`config.mk`:
```
export PLATFORM = sky130hd
export DESIGN_NAME = clk_en_gen_flat
export DESIGN_NICKNAME = d
export VERILOG_FILES = /design/src/rtl/clk_en_gen_if.sv /design/src/rtl/clk_en_gen.sv /design/src/flat_wrapper.sv
export SDC_FILE = /design/constraint.sdc
export NUM_CORES = 1
export LEC_CHECK = 0
export CAP_MARGIN = 20
export CELL_PAD_IN_SITES_DETAIL_PLACEMENT = 0
export CELL_PAD_IN_SITES_GLOBAL_PLACEMENT = 1
export CORE_UTILIZATION = 35
export DETAILED_ROUTE_END_ITERATION = 10
export DONT_BUFFER_PORTS = 1
export GPL_TIMING_DRIVEN = 0
export PLACE_DENSITY_LB_ADDON = 0.08
export SLEW_MARGIN = 20
export SYNTH_ARGS = -nofsm -noshare
export SYNTH_HDL_FRONTEND = slang
export SYNTH_SLANG_ARGS = --single-unit
```
`constraint.sdc`:
```
create_clock -name clk_48M -period 3.3 [get_ports clk_48M]
set_input_delay 0.99 -clock clk_48M [delete_from_list [all_inputs] [get_ports clk_48M]]
set_output_delay 0.99 -clock clk_48M [all_outputs]
set_load 0.02 [all_outputs]
```
`src/rtl/clk_en_gen_if.sv`:
```
// Divisor-write bus for clk_en_gen: the host writes a divisor, and the block replies with ack or err.
interface clk_en_gen_if #(
    parameter int CHANNELS = 2,
    parameter int DIV_W    = 16
);
    localparam int SEL_W = (CHANNELS > 1) ? $clog2(CHANNELS) : 1;

    logic             div_wr;
    logic [SEL_W-1:0] div_sel;
    logic [DIV_W-1:0] div_data;
    logic             div_ack;
    logic             div_err;

    modport master (
        output div_wr, div_sel, div_data,
        input  div_ack, div_err
    );

    modport slave (
        input  div_wr, div_sel, div_data,
        output div_ack, div_err
    );
endinterface

```
`src/rtl/clk_en_gen.sv`:
```
// Multi-channel clock-enable generator with glitch-free divisor updates.
// tick and clk_out are registered data signals in the clk_48M domain.
module clk_en_gen #(
    parameter int CHANNELS    = 2,
    parameter int DIV_W       = 16,
    parameter int DEFAULT_DIV = 48000
) (
    input  logic                clk_48M,
    input  logic                rst,
    input  logic [CHANNELS-1:0] en,
    input  logic                resync,
    clk_en_gen_if.slave         div_if,
    output logic [CHANNELS-1:0] tick,
    output logic [CHANNELS-1:0] clk_out
);
    localparam logic [DIV_W-1:0] DIV_RST = DIV_W'(DEFAULT_DIV);
    localparam logic [DIV_W-1:0] ONE     = DIV_W'(1);

    logic [CHANNELS-1:0][DIV_W-1:0] cnt_q, cnt_d;
    logic [CHANNELS-1:0][DIV_W-1:0] div_q, div_d;
    logic [CHANNELS-1:0][DIV_W-1:0] shadow_q, shadow_d;
    logic [CHANNELS-1:0]            run_q, run_d;
    logic [CHANNELS-1:0]            tick_q, tick_d;
    logic [CHANNELS-1:0]            clk_out_q, clk_out_d;
    logic                           ack_q, ack_d;
    logic                           err_q, err_d;
    logic                           wr_ok;
    logic                           wrap;

    always_comb begin
        wr_ok = div_if.div_wr && (div_if.div_data != '0) &&
                (32'(div_if.div_sel) < 32'(CHANNELS));
        ack_d = wr_ok;
        err_d = div_if.div_wr && !wr_ok;
        wrap  = 1'b0;
        for (int unsigned i = 0; i < CHANNELS; i++) begin
            shadow_d[i]  = shadow_q[i];
            cnt_d[i]     = cnt_q[i];
            div_d[i]     = div_q[i];
            run_d[i]     = run_q[i];
            tick_d[i]    = 1'b0;
            clk_out_d[i] = clk_out_q[i];
            if (wr_ok && (32'(div_if.div_sel) == i))
                shadow_d[i] = div_if.div_data;
            wrap = run_q[i] && (cnt_q[i] == div_q[i] - ONE);
            // Every reload reads shadow_d, so a write landing on the same
            // edge (wrap, resync, idle) takes effect immediately.
            if (resync) begin
                cnt_d[i]     = '0;
                clk_out_d[i] = 1'b0;
                div_d[i]     = shadow_d[i];
                run_d[i]     = en[i];
            end else if (!en[i]) begin
                cnt_d[i]     = '0;
                clk_out_d[i] = 1'b0;
                div_d[i]     = shadow_d[i];
                run_d[i]     = 1'b0;
            end else if (!run_q[i]) begin
                // First enabled edge holds cnt at 0 so the first tick lands N edges later.
                cnt_d[i]     = '0;
                clk_out_d[i] = 1'b0;
                div_d[i]     = shadow_d[i];
                run_d[i]     = 1'b1;
            end else if (wrap) begin
                cnt_d[i]     = '0;
                tick_d[i]    = 1'b1;
                clk_out_d[i] = ~clk_out_q[i];
                div_d[i]     = shadow_d[i];
            end else begin
                cnt_d[i]     = cnt_q[i] + ONE;
            end
        end
    end

    always_ff @(posedge clk_48M) begin
        if (rst) begin
            for (int unsigned i = 0; i < CHANNELS; i++) begin
                cnt_q[i]    <= '0;
                div_q[i]    <= DIV_RST;
                shadow_q[i] <= DIV_RST;
            end
            run_q     <= '0;
            tick_q    <= '0;
            clk_out_q <= '0;
            ack_q     <= 1'b0;
            err_q     <= 1'b0;
        end else begin
            cnt_q     <= cnt_d;
            div_q     <= div_d;
            shadow_q  <= shadow_d;
            run_q     <= run_d;
            tick_q    <= tick_d;
            clk_out_q <= clk_out_d;
            ack_q     <= ack_d;
            err_q     <= err_d;
        end
    end

    assign tick           = tick_q;
    assign clk_out        = clk_out_q;
    assign div_if.div_ack = ack_q;
    assign div_if.div_err = err_q;
endmodule

```
`src/flat_wrapper.sv`:
```
// flat-port wrapper written by rule: the top's interface ports become plain ports
module clk_en_gen_flat 
#(
    parameter int CHANNELS    = 2,
    parameter int DIV_W       = 16,
    parameter int DEFAULT_DIV = 48000
)
  (clk_48M, rst, en, resync, tick, clk_out, div_if_div_wr, div_if_div_sel, div_if_div_data, div_if_div_ack, div_if_div_err);
  clk_en_gen_if #(.CHANNELS(CHANNELS), .DIV_W(DIV_W)) div_if_i ();
  input  logic clk_48M;
  input  logic rst;
  input  logic [CHANNELS-1:0] en;
  input  logic resync;
  output logic [CHANNELS-1:0] tick;
  output logic [CHANNELS-1:0] clk_out;
  input wire logic [$bits(div_if_i.div_wr)-1:0] div_if_div_wr;
  input wire logic [$bits(div_if_i.div_sel)-1:0] div_if_div_sel;
  input wire logic [$bits(div_if_i.div_data)-1:0] div_if_div_data;
  output wire logic [$bits(div_if_i.div_ack)-1:0] div_if_div_ack;
  output wire logic [$bits(div_if_i.div_err)-1:0] div_if_div_err;
  assign div_if_i.div_wr = div_if_div_wr;
  assign div_if_i.div_sel = div_if_div_sel;
  assign div_if_i.div_data = div_if_div_data;
  assign div_if_div_ack = div_if_i.div_ack;
  assign div_if_div_err = div_if_i.div_err;
  clk_en_gen #(.CHANNELS(CHANNELS), .DIV_W(DIV_W), .DEFAULT_DIV(DEFAULT_DIV)) u_core (.clk_48M(clk_48M), .rst(rst), .en(en), .resync(resync), .div_if(div_if_i), .tick(tick), .clk_out(clk_out));
endmodule
```
# Word level (Yosys, flattened, before mapping)
# Index checks and enable logic that the tools add are counted.
# totals
in_bits	23
regBits	104
word_cells	56
# op_classes
muxes	16
reduce_logical	12
n_addsub	4
bitwise_logic	7
eq_ne	4
# op_table
cell	count
2-to-1 mux 16 bit	10
adder 16 x 1 -> 16 bit (second input constant)	2
== test 16 bit	2
subtractor 16 x 1 -> 16 bit (second input constant)	2
nonzero test 16 bit	1
OR reduction 5 bit	2
!= test 4 bit (second input constant)	2
OR reduction 4 bit	2
NOT 1 bit	7
logical AND 1 bit	6
2-to-1 mux 1 bit	6
zero test 1 bit	1

# Longest topological paths before layout
# Gate-level depths: netlist of the first run.
# depth
ltp_word	8
ltp_mapped	12

# Least setup slack after synthesis of the first run
# No wires, ideal clock.
# synth_path
path_kind	register to register
start	register u_core.div_q[8] (netlist name)
end	register u_core.div_q[10] (netlist name)
t_required_ps	3179
arrival_time_ps	2750
stages_incl_launch_ff	10
slack_ps	429
period_less_slack_ps	2871
n_path_buf	2
cell_sequence	dfxtp_1 -> buf_6 -> or4_4 -> or3_1 -> o21a_1 -> a2111o_1 -> nor4_4 -> nor2_4 -> buf_6 -> mux2_4
# synth_via
elab_chain_cells	4
# synth_lines
item	line_no	text
start, declared	clk_en_gen.sv:20	logic [CHANNELS-1:0][DIV_W-1:0] div_q, div_d;
start signal, assigned	clk_en_gen.sv:89	div_q <= div_d;
subtractor 16 x 1 -> 16 bit	clk_en_gen.sv:45	wrap = run_q[i] && (cnt_q[i] == div_q[i] - ONE);
== test 16 bit	clk_en_gen.sv:45	
logical AND 1 bit	clk_en_gen.sv:45	
!= test 4 bit (no source line)	n/a	
# No other way between the ends.
# A chain may end at the register's enable or synchronous reset.

# Worst setup path after layout of the first run
# layout_path
start	register u_core.div_q[2] (netlist name)
end	register u_core.div_q[8] (netlist name)
# Same word-level chain as after synthesis.

==> impl_metrics.sql, run 1 <==
INSERT INTO impl_metrics (metric_group, metric, value, unit) VALUES
('run_status', 'outcome', 'finished clean', ''),
('pwr', 'powerDensity', '459', 'mW/mm2'),
('layout', 'areaGrowthSynthToFinish', '11.3', '%'),
('floorplan', 'floorplan.core_area', '0.0146', 'mm2'),
('critical_path', 'timing.critical_path.to', 'u_core.div_q[8]', ''),
('global_route', 'grt-ovfl-total', '0', ''),
('critical_path', 'critical_path_peak_fanout', '10', ''),
('pwr', 'p_leak', '2.10', 'nW'),
('critical_path', 'rrSetupSlack', '0.22', 'ns'),
('global_route', 'number_of_antenna_violations_at_the_first_check_in_global_routing', '0', ''),
('critical_path', 'cp.arrival', '3.31', 'ns'),
('placement', 'dp_worst_setup_slack', '-0.174', 'ns'),
('sta', 'final_max_slew_viol_count', '0', ''),
('global_route', 'largest_net_degree_at_the_start_of_global_routing', '17', ''),
('critical_path', 'worst-setup-path-type', 'register to register', ''),
('clock_network', 'tritoncts_clock_tree', 'done', ''),
('floorplan', 'floorplan.initialDensity', '0.363', ''),
('synthesis', 'synth_seq_cells', '104', ''),
('detailed_routing', 'first_iter_violations', '154', ''),
('clock_network', 'ctsLongestPathBuffers', '2', ''),
('detailed_routing', 'via_count', '4145', ''),
('sta', 'fin_crit_sh', '0.934', ''),
('critical_path', 'critPathRequiredTime', '3.53', 'ns'),
('synthesis', 'yosys.area.top_type_share', '0.392', ''),
('critical_path', 'critical_path.startpoint_type', 'register', ''),
('clock_network', 'cts_root_buffer', 'sky130_fd_sc_hd__clkbuf_16', ''),
('layout', 'post-route-util', '0.404', ''),
('sta', 'hold_slack', '0.461', 'ns'),
('sta', 'layout_setup_ws', '0.219', 'ns'),
('synthesis', 'synth-async-reset-ratio', '0', ''),
('synthesis', 'ys_seq_area_frac', '0.392', ''),
('floorplan', 'ioPinCount', '29', ''),
('critical_path', 'regToRegStartpoint', 'u_core.div_q[2]', ''),
('pwr', 'peak_vdd_ir', '0.254', 'mV'),
('synthesis', 'yosys.area.top_type', 'sky130_fd_sc_hd__dfxtp_1', ''),
('synthesis', 'synth_top_flop_cell', 'sky130_fd_sc_hd__dfxtp_1', ''),
('layout', 'insertedDiodeCount', '0', ''),
('layout', 'area.sequential', '0.00208', 'mm2'),
('detailed_routing', 'detail_route.vias_per_cell', '5.23', ''),
('sta', 'final-hold-violation-count', '0', ''),
('placement', 'port-buffer-count', '0', ''),
('placement', 'gp_routability_congestion', '0.848', ''),
('clock_network', 'numClockSinks', '104', ''),
('detailed_routing', 'routed_antenna_nets', '0', ''),
('placement', 'hpwl', '9910', 'um'),
('detailed_routing', 'drt-total-wl', '12900', 'um'),
('global_route', 'grt_use_total', '0.172', ''),
('layout', 'multi_input_comb_area', '0.00300', 'mm2'),
('sta', 'tightestPinTransition', '0.811', 'ns'),
('layout', 'finalNetCount', '630', ''),
('critical_path', 'crit_start', 'u_core.div_q[2]', ''),
('floorplan', 'die_width', '125', 'um'),
('global_route', 'grt_pass1_vias', '4090', ''),
('synthesis', 'netlist-cell-type-count', '73', ''),
('clock_network', 'h-tree-depth', '3', ''),
('synthesis', 'syn_avg_cell_area', '9.00', 'um2'),
('sta', 'finalSetupViolCount', '0', ''),
('critical_path', 'crit-reg2reg-capture', 'u_core.div_q[8]', ''),
('synthesis', 'synth_area_leaders', 'sky130_fd_sc_hd__dfxtp_1 39%, sky130_fd_sc_hd__nor2_1 5.5%, sky130_fd_sc_hd__xor2_1 5.1%', ''),
('detailed_routing', 'drc_violation_count_after_routing', '0', ''),
('hold_path', 'timing.hold.worst.class', 'register to register', ''),
('floorplan', 'rows', '44', ''),
('sta', 'post-route-min-period', '3.08', 'ns'),
('sta', 'clock_skew', '0.00772', 'ns'),
('floorplan', 'die_area', '0.0157', 'mm2'),
('sta', 'grt_setup_unrepaired', 'no', ''),
('global_route', 'grt_first_pass_wirelength', '21100', 'um'),
('sta', 'slew_headroom', '0.454', ''),
('layout', 'fillerInstances', '1509', ''),
('clock_network', 'cts.clk_slew.worst_paths', '0.07', 'ns'),
('synthesis', 'cell_count_after_synthesis', '590', '');
-- flip-flops by register name, indices dropped and copies added (netlist names) --
register and flops:
u_core.div_if.div_err 1, u_core.run_q 2, u_core.clk_out 2, u_core.shadow_q 32, u_core.div_if.div_ack 1, u_core.div_q 32, u_core.tick 2, u_core.cnt_q 32
-- cells by family after synthesis --
family          after synthesis  synth area share
mux                          25            0.0580
simple gates                245             0.247
compound gates               95             0.138
xor+xnor                     59             0.101
fa+ha+maj                     4           0.00943
flops                       104             0.392
buf+inv                      58            0.0542
-- how the worst min path moves through the flow --
| stage | start | end | cells after the start |
|---|---|---|---|
| floorplan | u_core.shadow_q[11] | u_core.shadow_q[11] | 1 |
| global placement | u_core.shadow_q[27] | u_core.shadow_q[27] | 1 |
| detailed placement | u_core.shadow_q[27] | u_core.shadow_q[27] | 1 |
| CTS | u_core.shadow_q[5] | u_core.shadow_q[5] | 2 |
| global route | u_core.shadow_q[5] | u_core.shadow_q[5] | 2 |
| finish | u_core.shadow_q[27] | u_core.shadow_q[27] | 1 |
-- power breakdown --
part	internal, W	switching [W]	leakage (nW)	total [W]
clock network	0.000608	0.000462	0.145	0.00107
registers	0.00130	0.0000374	0.849	0.00134
logic	0.000133	0.000168	1.10	0.000301
-- through the flow --
step | instance area (um2) | std cells | TNS [ns]
2_1_floorplan | 5310 | 590 | 0
3_3_place_gp | 5540 | 774 | -2.30
3_5_place_dp | 5540 | 774 | -1.63
4_1_cts | 5860 | 790 | 0
5_1_grt | 5910 | 792 | 0
6_report | 5910 | 792 | 0
-- per-layer routing --
layer | wire [um] | GRT usage | vias up
li1 | - | - | 2127
met1 | 5740 | 0.193 | 1945
met2 | 6570 | 0.317 | 57
met3 | 367 | 0.0466 | 16
met4 | 240 | 0.0481 | 0
met5 | 0 | 0 | -
-- worst max-delay path, stage by stage (launching register included) --
cell and delay, ns:
sky130_fd_sc_hd__dfxtp_1 0.29, sky130_fd_sc_hd__buf_2 0.17, sky130_fd_sc_hd__or4_1 0.64, sky130_fd_sc_hd__or4_1 0.51, sky130_fd_sc_hd__a21oi_1 0.17, sky130_fd_sc_hd__a211oi_2 0.13, sky130_fd_sc_hd__nor4_4 0.44, sky130_fd_sc_hd__nor2_4 0.12
sky130_fd_sc_hd__buf_6 0.18, sky130_fd_sc_hd__mux2_4 0.30
-- cells in the final DEF (no fill, tap or decap), drive strengths merged, types with 5 or more instances in the layout --
cell type,count
mux2i,9
nor4,19
o22a,7
buf,16
nor2,79
a21oi,17
nor3,14
clkbuf,29
inv,24
and3,8
xnor2,27
or3,7
xor2,31
nor2b,8
a211o,15
dfxtp,104
mux2,16
nand3,16
or4,5
o31ai,5
o2bb2ai,9
o21ai,6
nand2,34
nand4,15
or2,13
-- synthesized netlist by cell type, types with 15 or more instances --
cell type / instances
sky130_fd_sc_hd__clkbuf_1: 18
sky130_fd_sc_hd__a211o_1: 15
sky130_fd_sc_hd__nand3_1: 16
sky130_fd_sc_hd__nand2_1: 34
sky130_fd_sc_hd__nor4_1: 15
sky130_fd_sc_hd__nand4_1: 15
sky130_fd_sc_hd__a21oi_1: 17
sky130_fd_sc_hd__nor2_1: 78
sky130_fd_sc_hd__xor2_1: 31
sky130_fd_sc_hd__inv_1: 24
sky130_fd_sc_hd__dfxtp_1: 104
sky130_fd_sc_hd__xnor2_1: 27
-- what timing repair did --
item	in CTS	in global routing
setup buffers	0	2
endpoints found under the setup margin	14	50
gates resized for setup	3	6
pin swaps	0	3
hold buffers	0	0
-- final cells by class --
cell class | instances | area share
Timing Repair Buffer | 2 | 0.00254
Clock buffer | 11 | 0.0411
Sequential cell | 104 | 0.352
Inverter | 24 | 0.0152
Multi-Input combinational cell | 428 | 0.507
Buffer | 34 | 0.0334
Tap cell | 184 | 0.0390
Clock inverter | 5 | 0.00953
No activity file was read; power rests on OpenSTA's default activity.
==> run 2: changes to the inputs <==
--- a/config.mk
+++ b/config.mk
@@ -8,6 +8,7 @@
 export CAP_MARGIN = 20
 export CELL_PAD_IN_SITES_DETAIL_PLACEMENT = 0
 export CELL_PAD_IN_SITES_GLOBAL_PLACEMENT = 1
+export CORE_ASPECT_RATIO = 1.75
 export CORE_UTILIZATION = 35
 export DETAILED_ROUTE_END_ITERATION = 10
 export DONT_BUFFER_PORTS = 1
==> run 2 against run 1 <==
  * Clock skew up 0.0046 ns
  * Hold slack better by 0.0042 ns
  * Setup slack worse by 0.024 ns
  * Design area up 0.61%
  * Global-route usage up 3.4 points
  * Critical path depth up 1
  * Total power up 2.0%
  * Die area up 0.12%
  * Critical endpoint is now u_core.div_q[29]
  * Largest power group unchanged
==> impl_metrics.sql, run 2 (synthesis gave the netlist of run 1 again) <==
INSERT INTO impl_metrics (metric_group, metric, value, unit) VALUES
('run_status', 'outcome', 'finished clean', ''),
('critical_path', 'path_common_cell', 'sky130_fd_sc_hd__clkbuf_1', ''),
('sta', 'fmax', '322', 'MHz'),
('sta', 'clock_skew', '0.0123', 'ns'),
('detailed_routing', 'routed_wire_length_per_instance', '18.9', 'um'),
('critical_path', 'worst-setup-path-type', 'register to register', ''),
('pwr', 'power_frac_seq', '0.485', ''),
('pwr', 'p_leak', '2.12', 'nW'),
('detailed_routing', 'routed_antenna_nets', '0', ''),
('sta', 'tightestPinTransition', '0.759', 'ns'),
('detailed_routing', 'first_iter_violations', '123', ''),
('run', 'drv_cap', '0', ''),
('clock_network', 'h-tree-depth', '3', ''),
('layout', 'layout_top_registers', 'u_core.cnt_q x32, u_core.div_q x32, u_core.shadow_q x32', ''),
('detailed_routing', 'drc_violation_count_after_routing', '0', ''),
('layout', 'final_layout_size_suffix_gt1_frac', '0.139', ''),
('pwr', 'power.share.combinational', '0.112', ''),
('clock_network', 'cts_root_buffer', 'sky130_fd_sc_hd__clkbuf_16', ''),
('critical_path', 'cp.arrival', '3.35', 'ns'),
('pwr', 'p_sw_frac', '0.282', ''),
('floorplan', 'floorplan.core_area', '0.0148', 'mm2'),
('critical_path', 'critical_path.startpoint_type', 'register', ''),
('layout', 'insertedDiodeCount', '0', ''),
('detailed_routing', 'via_count', '4272', ''),
('critical_path', 'crit_path_max_incr_delay', '0.53', 'ns'),
('clock_network', 'cts.clk_slew.worst_paths', '0.09', 'ns'),
('global_route', 'grt_first_pass_wirelength', '23700', 'um'),
('layout', 'finalNetCount', '632', ''),
('critical_path', 'worst_setup_path_end_kind', 'register', ''),
('global_route', 'largest_net_degree_at_the_start_of_global_routing', '23', ''),
('clock_network', 'cts_made_buffers', '9', ''),
('pwr', 'design_power_total', '0.00276', 'W'),
('sta', 'final_max_slew_viol_count', '0', ''),
('hold_path', 'timing.hold.worst.class', 'register to register', ''),
('global_route', 'grt-ovfl-total', '0', ''),
('sta', 'slew_headroom', '0.489', ''),
('detailed_routing', 'detail_route.vias_per_cell', '5.39', ''),
('global_route', 'grt_use_total', '0.206', ''),
('floorplan', 'die_width', '95.1', 'um'),
('placement', 'gp_routability_congestion', '0.924', ''),
('sta', 'fin_crit_sh', '0.941', ''),
('pwr', 'peak_vdd_ir', '0.251', 'mV'),
('floorplan', 'rows', '59', ''),
('pwr', 'powerDensity', '465', 'mW/mm2'),
('floorplan', 'die_area', '0.0157', 'mm2'),
('clock_network', 'numClockSinks', '104', ''),
('clock_network', 'tritoncts_clock_tree', 'done', ''),
('layout', 'fillerInstances', '1555', ''),
('global_route', 'number_of_antenna_violations_at_the_first_check_in_global_routing', '0', ''),
('pwr', 'cell_internal_pwr', '0.00199', 'W'),
('critical_path', 'timing.critical_path.slowest_stage_cell', 'sky130_fd_sc_hd__or4_1', ''),
('layout', 'areaGrowthSynthToFinish', '12.0', '%'),
('critical_path', 'worstPathCellList', 'clkbuf_1, or4_1, clkbuf_1, o311ai_1, o32ai_1, a311o_1, nor4_4, o21bai_4, buf_2, o22a_1', ''),
('floorplan', 'fp.dieH', '165', 'um'),
('critical_path', 'critical_path_peak_fanout', '10', ''),
('floorplan', 'ioPinCount', '29', ''),
('global_route', 'grt_pass1_vias', '4438', ''),
('critical_path', 'critPathRequiredTime', '3.54', 'ns'),
('sta', 'post-route-min-period', '3.10', 'ns'),
('critical_path', 'crit_buf_inv', '3', ''),
('detailed_routing', 'dr.pass1.iters', '4', ''),
('layout', 'finalInstanceArea', '0.00595', 'mm2'),
('placement', 'port-buffer-count', '0', ''),
('clock_network', 'clock_latency_on_the_worst_skew_pair', '0.36', 'ns'),
('sta', 'finalSetupViolCount', '0', ''),
('pwr', 'p_clk_frac', '0.404', ''),
('placement', 'hpwl', '12000', 'um'),
('layout', 'final_cell_mix', '104 x sky130_fd_sc_hd__dfxtp_1, 77 x sky130_fd_sc_hd__nor2_1, 34 x sky130_fd_sc_hd__nand2_1, 31 x sky130_fd_sc_hd__xor2_1, 27 x sky130_fd_sc_hd__xnor2_1', ''),
('layout', 'layout.cells.most_common', 'sky130_fd_sc_hd__dfxtp_1', ''),
('sta', 'layout_setup_ws', '0.195', 'ns'),
('placement', 'placedInstanceArea', '0.00554', 'mm2'),
('detailed_routing', 'drt-total-wl', '15000', 'um'),
('critical_path', 'path_delay_family', 'compound AO/OA/AOI/OAI gates', ''),
('sta', 'final-hold-violation-count', '0', ''),
('floorplan', 'floorplan.initialDensity', '0.358', ''),
('clock_network', 'ctsLongestPathBuffers', '2', ''),
('placement', 'dp_worst_setup_slack', '-0.490', 'ns'),
('pwr', 'power.net_switching', '0.000779', 'W');
## run 2: changes by cell type in the layout (fill, tap and decap cells not counted), sizes merged
cell	delta
inv	+4
clkinvlp	-1
bufinv	-1
clkbuf	-2
buf	+2
## run 2: cell type report
type	count	area, um2	area share
Timing Repair Buffer	4	30.0	0.00505
Multi-Input combinational cell	428	3000	0.504
Clock inverter	7	91.3	0.0154
Tap cell	183	229	0.0385
Clock buffer	9	225	0.0379
Buffer	34	201	0.0339
Sequential cell	104	2080	0.350
Inverter	24	90.1	0.0151
## run 2: power by group through the flow
stage                     Sequential [W]  Combinational, W  Clock, W
final                            0.00134          0.000308   0.00112
after global routing             0.00135          0.000338   0.00120
after CTS                        0.00134          0.000305   0.00116
after detailed placement         0.00137          0.000297         0
after global placement           0.00137          0.000294         0
after floorplan                  0.00136          0.000229         0
## run 2: tightest hold or removal path: cells and delay by family (launching register included)
kind / cells / cell delay, ns
flip-flops: 1 / 0.30
AO/OA/AOI/OAI: 1 / 0.07
AND/OR/NAND/NOR: 1 / 0.04
## run 2: repair_timing
action / CTS / global route
resized for setup: 8 / 5
hold buffers: 0 / 0
setup buffers: 0 / 4
endpoints found under the setup margin: 64 / 50
pin swaps: 0 / 5
## run 2: layer usage
metal | global-route usage | part of all wire
met1 | 0.182 | 0.33
met4 | 0.112 | 0.040
met2 | 0.422 | 0.61
met3 | 0.0276 | 0.020
met5 | 0 | 0
## run 2: worst paths after layout
path	from	end	slack, ns	cells after the start
setup / recovery	u_core.div_q[18]	u_core.div_q[29]	0.20	10
hold / removal	u_core.shadow_q[4]	u_core.shadow_q[4]	0.47	2
setup reg to reg	u_core.div_q[18]	u_core.div_q[29]	0.20	10
hold reg to reg	u_core.shadow_q[4]	u_core.shadow_q[4]	0.47	2
## run 2: metrics by stage
step / hold WS [ns] / util / cells / TNS (ns)
after global routing: 0.490 / 0.401 / 793 / -0.0248
after floorplan: 0.433 / - / 590 / 0
after detailed placement: 0.450 / 0.373 / 773 / -15.00
after CTS: 0.471 / 0.397 / 789 / 0
final: 0.465 / 0.401 / 793 / 0
after global placement: 0.447 / 0.373 / 773 / -13.90
==> run 3: changes to the inputs <==
==> constraint.sdc (replaced) <==
create_clock -name clk_48M -period 2.7 [get_ports clk_48M]
set_input_delay 0.81 -clock clk_48M [delete_from_list [all_inputs] [get_ports clk_48M]]
set_output_delay 0.81 -clock clk_48M [all_outputs]
set_load 0.02 [all_outputs]
==> run 3 against run 2 <==
  * The flow now finishes with violations (setup timing)
  * Sequential share of layout area decreased by 3.3 points
  * Non-clock buffer count increased by 28
  * Global-route usage rose by 0.37 points
  * Design area increased by 12%
  * Count of clock-buffer cells in the layout unchanged
  * Die area is the same
  * Utilization rose by 4.9 points
  * Sequential cell count unchanged
  * Wire length increased by 7.6%
  * Setup slack worse by 0.28 ns
  * Register-to-register slack got worse by 0.28 ns
  * Critical endpoint is now u_core.div_q[7]
==> impl_metrics.sql, run 3 (synthesis gave the netlist of run 1 again) <==
INSERT INTO impl_metrics (metric_group, metric, value, unit) VALUES
('run_status', 'outcome', 'finished, violations left', ''),
('run_status', 'failed_checks', 'setup timing', ''),
('sta', 'finalSetupViolCount', '37', ''),
('hold_path', 'timing.hold.worst.class', 'register to register', ''),
('floorplan', 'ioPinCount', '29', ''),
('critical_path', 'worst-setup-path-type', 'register to register', ''),
('layout', 'layout_top_registers', 'u_core.cnt_q x32, u_core.div_q x32, u_core.shadow_q x32', ''),
('global_route', 'grt_first_pass_wirelength', '24100', 'um'),
('critical_path', 'regToRegStartpoint', 'u_core.div_q[3]', ''),
('layout', 'layout.cells.most_common', 'sky130_fd_sc_hd__dfxtp_1', ''),
('clock_network', 'hold_buffer_count_at_cts', '0', ''),
('clock_network', 'cts_root_buffer', 'sky130_fd_sc_hd__clkbuf_16', ''),
('detailed_routing', 'routed_wire_length_per_instance', '19.6', 'um'),
('floorplan', 'die_area', '0.0157', 'mm2'),
('layout', 'final_layout_size_suffix_gt1_frac', '0.275', ''),
('critical_path', 'rrSetupSlack', '-0.09', 'ns'),
('clock_network', 'numClockSinks', '104', ''),
('clock_network', 'ctsLongestPathBuffers', '2', ''),
('critical_path', 'crit-reg2reg-capture', 'u_core.div_q[7]', ''),
('sta', 'final_max_slew_viol_count', '0', ''),
('layout', 'finalNetCount', '661', ''),
('detailed_routing', 'detail_route.vias_per_cell', '5.40', ''),
('sta', 'final-hold-violation-count', '0', ''),
('global_route', 'grt_use_total', '0.209', ''),
('floorplan', 'rows', '59', ''),
('detailed_routing', 'dr.pass1.iters', '4', ''),
('floorplan', 'floorplan.initialDensity', '0.358', ''),
('layout', 'insertedDiodeCount', '0', ''),
('floorplan', 'floorplan.core_area', '0.0148', 'mm2'),
('global_route', 'grt_pass1_vias', '4438', ''),
('layout', 'finalNonFillerCells', '822', ''),
('clock_network', 'cts.clk_slew.worst_paths', '0.08', 'ns'),
('sta', 'fmax', '359', 'MHz'),
('sta', 'slew_headroom', '0.477', ''),
('critical_path', 'worst_setup_path_end_kind', 'register', ''),
('placement', 'gp_routability_congestion', '0.845', ''),
('pwr', 'powerDensity', '542', 'mW/mm2'),
('global_route', 'grt-ovfl-total', '0', ''),
('clock_network', 'clock_latency_on_the_worst_skew_pair', '0.36', 'ns'),
('hold_path', 'worst_hold_path.endpoint', 'u_core.shadow_q[11]', ''),
('detailed_routing', 'via_count', '4438', ''),
('clock_network', 'h-tree-depth', '3', ''),
('sta', 'post-route-min-period', '2.79', 'ns'),
('floorplan', 'die_width', '95.1', 'um'),
('global_route', 'number_of_antenna_violations_at_the_first_check_in_global_routing', '0', ''),
('detailed_routing', 'routed_antenna_nets', '0', ''),
('hold_path', 'holdCritStartpoint', 'u_core.shadow_q[11]', ''),
('critical_path', 'critical_path_peak_fanout', '6', ''),
('layout', 'final_cell_mix', '92 x sky130_fd_sc_hd__dfxtp_1, 70 x sky130_fd_sc_hd__nor2_1, 34 x sky130_fd_sc_hd__nand2_1, 30 x sky130_fd_sc_hd__xor2_1, 29 x sky130_fd_sc_hd__buf_4', ''),
('placement', 'port-buffer-count', '0', ''),
('pwr', 'peak_vdd_ir', '0.360', 'mV'),
('floorplan', 'fp.dieH', '165', 'um'),
('clock_network', 'cts_made_buffers', '9', ''),
('hold_path', 'min_path_cells', '1', ''),
('detailed_routing', 'drc_violation_count_after_routing', '0', ''),
('sta', 'tightestPinTransition', '0.765', 'ns'),
('layout', 'post-route-util', '0.449', ''),
('run', 'drv_cap', '0', ''),
('sta', 'fin_crit_sh', '1.03', ''),
('critical_path', 'critPathRequiredTime', '2.94', 'ns'),
('sta', 'layout_setup_ws', '-0.0891', 'ns'),
('global_route', 'largest_net_degree_at_the_start_of_global_routing', '20', ''),
('placement', 'hpwl', '11800', 'um'),
('critical_path', 'timing.reg2reg.worst_path_depth', '9', ''),
('detailed_routing', 'first_iter_violations', '94', ''),
('sta', 'grt_setup_unrepaired', 'yes', ''),
('sta', 'hold_slack', '0.466', 'ns'),
('layout', 'areaGrowthSynthToFinish', '25.6', '%'),
('critical_path', 'cp.arrival', '3.03', 'ns'),
('placement', 'instance_count_after_placement_with_tap_cells_included', '773', ''),
('pwr', 'p_leak', '2.39', 'nW'),
('sta', 'clock_skew', '0.00927', 'ns'),
('detailed_routing', 'drt-total-wl', '16100', 'um'),
('clock_network', 'tritoncts_clock_tree', 'done', ''),
('critical_path', 'critical_path.startpoint_type', 'register', ''),
('placement', 'dp_worst_setup_slack', '-0.862', 'ns');
## run 3: layer usage
metal  global-route usage  vias to the layer above  wire (um)
met5                    0                        -          0
met4                0.104                        0        685
met3               0.0304                       39        441
met2                0.429                       73       9580
met1                0.188                     2142       5410
li1                     -                     2184          -
## run 3: cell type report
cell class,instances,area [um2]
sequential,104,2110
clock buffer,9,225
clock inverter,7,109
inverter,24,95.1
fill,1465,8170
tap,183,229
buffer,28,206
multi-input combinational,429,3340
timing repair buffer,38,352
## run 3: worst max path at each step
stage                          start  slack, ns                to  cells past startpoint
global placement    u_core.div_q[16]      -0.84  u_core.div_q[26]                      9
finish               u_core.div_q[3]      -0.09   u_core.div_q[7]                      9
CTS                  u_core.div_q[9]      -0.12   u_core.div_q[7]                      9
global route        u_core.div_q[16]      -0.17  u_core.cnt_q[28]                     13
detailed placement  u_core.div_q[18]      -0.86  u_core.div_q[26]                      8
floorplan           u_core.div_q[18]      0.008  u_core.div_q[24]                     10
## run 3: power breakdown
group | switching (W) | total (W) | internal, W
logic | 0.000249 | 0.000472 | 0.000224
clock network | 0.000663 | 0.00150 | 0.000836
registers | 0.0000538 | 0.00164 | 0.00159
## run 3: per-stage QoR
stage / TNS (ns) / total power [W] / cell area [um2]
after floorplan: 0 / 0.00194 / 5330
after global placement: -44.99 / 0.00203 / 5560
after detailed placement: -45.04 / 0.00204 / 5560
after CTS: -1.93 / 0.00359 / 6290
after global routing: -5.66 / 0.00375 / 6670
final: -1.98 / 0.00361 / 6670
## run 3: timing repair
item | 4_1_cts | 5_1_grt
setup buffers | 20 | 15
endpoints found under the hold margin | 0 | 0
endpoints found under the setup margin | 68 | 68
pin swaps | 22 | 26
gates resized for setup | 55 | 62
gates cloned | 2 | 3
## run 3: critical path: stages (launching register included)
cell	delay [ns]
sky130_fd_sc_hd__dfxtp_4	0.36
sky130_fd_sc_hd__or4_4	0.60
sky130_fd_sc_hd__or4_4	0.45
sky130_fd_sc_hd__a21oi_4	0.19
sky130_fd_sc_hd__a211oi_4	0.09
sky130_fd_sc_hd__nor4_4	0.28
sky130_fd_sc_hd__buf_4	0.18
sky130_fd_sc_hd__nor2_4	0.08
sky130_fd_sc_hd__buf_8	0.15
sky130_fd_sc_hd__mux2_4	0.29
==> edit 1: new RTL, config.mk and constraints of run 1 <==
`CHANNELS` is set to 2 in 3 places; all go to 4.
--- a/src/rtl/clk_en_gen_if.sv
+++ b/src/rtl/clk_en_gen_if.sv
@@ -1,6 +1,6 @@
 // Divisor-write bus for clk_en_gen: the host writes a divisor, and the block replies with ack or err.
 interface clk_en_gen_if #(
-    parameter int CHANNELS = 2,
+    parameter int CHANNELS = 4,
     parameter int DIV_W    = 16
 );
     localparam int SEL_W = (CHANNELS > 1) ? $clog2(CHANNELS) : 1;
--- a/src/rtl/clk_en_gen.sv
+++ b/src/rtl/clk_en_gen.sv
@@ -1,7 +1,7 @@
 // Multi-channel clock-enable generator with glitch-free divisor updates.
 // tick and clk_out are registered data signals in the clk_48M domain.
 module clk_en_gen #(
-    parameter int CHANNELS    = 2,
+    parameter int CHANNELS    = 4,
     parameter int DIV_W       = 16,
     parameter int DEFAULT_DIV = 48000
 ) (
--- a/src/flat_wrapper.sv
+++ b/src/flat_wrapper.sv
@@ -1,7 +1,7 @@
 // flat-port wrapper written by rule: the top's interface ports become plain ports
 module clk_en_gen_flat 
 #(
-    parameter int CHANNELS    = 2,
+    parameter int CHANNELS    = 4,
     parameter int DIV_W       = 16,
     parameter int DEFAULT_DIV = 48000
 )
Ports: changed (resized clk_out, div_if_div_sel, en and tick); port bits go from 29 to 36. No check against the original RTL was run, so the function may have changed too.
==> edit 1 against run 1 <==
- sequential power up 96%
- total power up 110%
- sequential cell count up 102
- area after synthesis up 95%
- global-route usage up 0.82 points
- count of clock-buffer cells in the layout up 25
- final cell count up 100%
- worst hold slack worse by 0.0038 ns
- final area up 100%
- setup slack worse by 0.13 ns
- wire length up 110%
- clock skew down 0.0024 ns
- critical path type unchanged
- highest routed layer unchanged
==> edit 1: results <==
{
  "status": "complete, no violations",
  "grt_start_max_net_pins": 13,
  "cts_buffer_depth": 3,
  "leakagePower_nw": 4.459,
  "crit_fanout": 6,
  "min_period_over_period_pct": 97.45,
  "top_regs": "u_core.cnt_q: 64 flops, u_core.div_q: 64 flops, u_core.shadow_q: 64 flops",
  "netlist_top_cells_count": "dfxtp_1, nor2_1, xor2_1",
  "grt_pass1_wl_mm": 43.88,
  "synthTopCellsByArea": "dfxtp_1, nor2_1, xor2_1",
  "crit_path_start": "u_core.div_q[43]",
  "cts_buffers": 25,
  "p_total_mw": 5.745,
  "port_buffers": 0,
  "fillers": 2919,
  "fin_skew_ns": 0.005323,
  "critPathArrivalTime_ns": 3.63,
  "synth.yosys.seq_area_share_pct": 39.82,
  "vias": 8208,
  "end_kind": "flop",
  "dp_slack_ns": -0.5648,
  "drive_gt1_share_pct": 16.24,
  "slew_headroom_pct": 41.11,
  "wl_mm": 27.08,
  "dp_hpwl_mm": 19.85,
  "irDropWorstVdd_v": 0.0003019,
  "htreeDepth": 1,
  "path_clk_slew_ns": 0.06,
  "reg2reg_slack_ns": 0.08,
  "first_pass_iters": 5,
  "synth_cell_types": 67,
  "grt_pass1_vias": 7885,
  "cellInternalPower_mw": 4.372,
  "num-nets-final": 1244,
  "min_path_type": "reg -> reg",
  "track_usage_pct": 18.00,
  "gp_congestion": 0.8126,
  "worstReg2RegEnd": "u_core.div_q[32]",
  "clkLatencyLatePin_ns": 0.52,
  "initialDrtViolationCount": 525,
  "hold_depth": 1
}
[edit 1: routing by layer]
metal  track usage, %  up-vias  wire length, microns
li1                 -     4180                     -
met1            25.04     3846                 13570
met2            28.55      130                 11890
met3            2.537       52                   796
met4            5.775        0                   823
met5                0        -                     0
[edit 1: final cells by class]
cell class                      instances  area share (%)
Timing Repair Buffer                   16           1.365
Antenna cell                            1         0.02084
Sequential cell                       206           34.44
Tap cell                              384           4.002
Clock buffer                           36           6.138
Multi-Input combinational cell        864           50.17
Inverter                               35           1.094
Buffer                                 62           2.261
Clock inverter                          6          0.5106
[edit 1: worst min path at each step]
| stage | start | to |
|---|---|---|
| after floorplan | u_core.shadow_q[23] | u_core.shadow_q[23] |
| after global placement | u_core.shadow_q[60] | u_core.shadow_q[60] |
| after global routing | u_core.shadow_q[47] | u_core.shadow_q[47] |
| final | u_core.shadow_q[60] | u_core.shadow_q[60] |
| after detailed placement | u_core.shadow_q[60] | u_core.shadow_q[60] |
| after CTS | u_core.shadow_q[60] | u_core.shadow_q[60] |
[edit 1: cells by family after synthesis]
kind of cell / synth area share [%]
and+or+nand+nor: 24.22
DFF: 39.82
AOI/OAI and AO/OA: 10.43
xor gates and xnor gates: 10.54
buffers and inverters: 3.987
muxes: 10.04
adders and majority gates: 0.9666
[edit 1: power groups by stage]
stage                     registers [mW]  logic, mW  clock network, mW
after global routing                2.63      0.507               2.86
after global placement              2.67      0.427                  0
after floorplan                     2.65      0.332                  0
after detailed placement            2.67      0.427                  0
after CTS                           2.62      0.446               2.77
final                               2.62      0.454               2.67
[edit 1: timing repair]
item | 4_1_cts | 5_1_grt
resized for setup | 35 | 37
endpoints found under the setup margin | 102 | 98
gates cloned | 1 | 0
pin swaps | 7 | 6
buffers inserted | 8 | 7
[edit 1: stage by stage]
step / area (sq um) / std cells / utilization (%) / hold WS, ns
4_1_cts: 11870 / 1604 / 41.01 / 0.4617
6_report: 12010 / 1610 / 41.49 / 0.4574
5_1_grt: 12000 / 1609 / 41.49 / 0.4746
3_3_place_gp: 10840 / 1558 / 37.45 / 0.4438
2_1_floorplan: 10360 / 1174 / - / 0.4277
3_5_place_dp: 10850 / 1558 / 37.49 / 0.4494
[edit 1: critical path, cell delays in order (launching register included)]
cell	delay, ns
dfxtp_4	0.36
or4_4	0.53
or3_1	0.31
a2111o_1	0.38
a211oi_2	0.20
or4b_4	0.55
o21ai_4	0.21
buf_6	0.13
buf_12	0.11
mux2_2	0.32
==> edit 2: new RTL, flow settings as in run 1 <==
Without the edit above. Reset style: asynchronous (`rst`), changed in one clocked block.
--- a/src/rtl/clk_en_gen.sv
+++ b/src/rtl/clk_en_gen.sv
@@ -72,7 +72,7 @@
         end
     end
 
-    always_ff @(posedge clk_48M) begin
+    always_ff @(posedge clk_48M or posedge rst) begin
         if (rst) begin
             for (int unsigned i = 0; i < CHANNELS; i++) begin
                 cnt_q[i]    <= '0;
Function: differs if rst is asserted again (counterexample within 4 cycles, from zero or initial values and one cycle with rst high); with rst held inactive, the same outputs for 4 cycles.
==> edit 2 against run 1 <==
- die area is 3.6% higher
- worst hold slack better by 0.040 ns
- setup slack worse by 0.063 ns
- clock skew is 0.0019 ns higher
- sequential cell count stayed put
- final area is 5.9% higher
- area after synthesis is 3.7% higher
- critical path depth stayed put
- maximum frequency is 2.0% lower
- via count is 16% lower
- wire length is 13% lower
- total power is 17% higher
- non-clock buffer count is 7 lower
- highest routed layer unchanged
==> edit 2: results <==
{
  "synth.yosys.seq_area_share_pct": 47.91,
  "buffer_area_share_pct": 4.237,
  "slowest_stage": "dfstp_2",
  "syn_nets": 492,
  "grt_use_met3_pct": 3.476,
  "multi_input_area_sq_mm": 0.002769,
  "wl_per_cell_microns": 16.04,
  "clk_share_pct": 4.576,
  "viasPerCell": 4.955,
  "grt_pass1_vias": 3649,
  "use_met1_pct": 22.62,
  "placed_area_sq_mm": 0.005841,
  "multi_input_gates": 335,
  "netlist_top_cells_count": "dfrtp_1, mux2_2, xnor2_1",
  "hp-start": "u_core.shadow_q[3]",
  "met1Wirelength_mm": 6.093,
  "n_clock_buffer": 13,
  "n_all_buffers": 29,
  "whs_ns": 0.5014,
  "synthXorXnorAreaFrac_pct": 10.45,
  "wl_met2_mm": 4.488,
  "dp_hpwl_mm": 8.442,
  "status": "complete, no violations",
  "muxShareOfSynthArea_pct": 15.30,
  "routed-wl-met3_microns": 555,
  "grt_start_max_net_pins": 35,
  "track_usage_pct": 15.16,
  "grt_pass1_wl_mm": 19.07,
  "synth_compound_gate_area_share_pct": 4.341,
  "seq_share_pct": 42.15,
  "hold_path_end": "u_core.shadow_q[3]",
  "fillers": 1455,
  "ctsResizeCount": 7,
  "cts_setup_buffers": 7,
  "leakagePower_nw": 2.577,
  "synth_cell_types": 60,
  "crit_path_start": "u_core.div_q[13]"
}
[edit 2: changes by cell type after synthesis, sizes merged, moves of 15 or more]
cell   change
dfxtp    -104
dfrtp     +76
mux2      +49
nor2      -49
dfstp     +28
nand2     -18
a211o     -15
inv       -15
[edit 2: per-stage QoR]
stage / instances / power [mW] / setup TNS [ns] / setup slack (ns) / utilization (%)
2_1_floorplan: 465 / 1.993 / 0 / 0.1964 / -
3_3_place_gp: 676 / 2.105 / -10.87 / -0.3871 / 37.84
3_5_place_dp: 679 / 2.125 / -11.91 / -0.4392 / 38.28
4_1_cts: 702 / 3.216 / 0 / 0.03422 / 40.76
5_1_grt: 704 / 3.345 / 0 / 0.01352 / 41.03
6_report: 704 / 3.169 / 0 / 0.1560 / 41.03
[edit 2: where the power goes]
group | switching, mW | internal [mW]
combinational | 0.268 | 0.308
clock | 0.472 | 0.563
sequential | 0.114 | 1.44
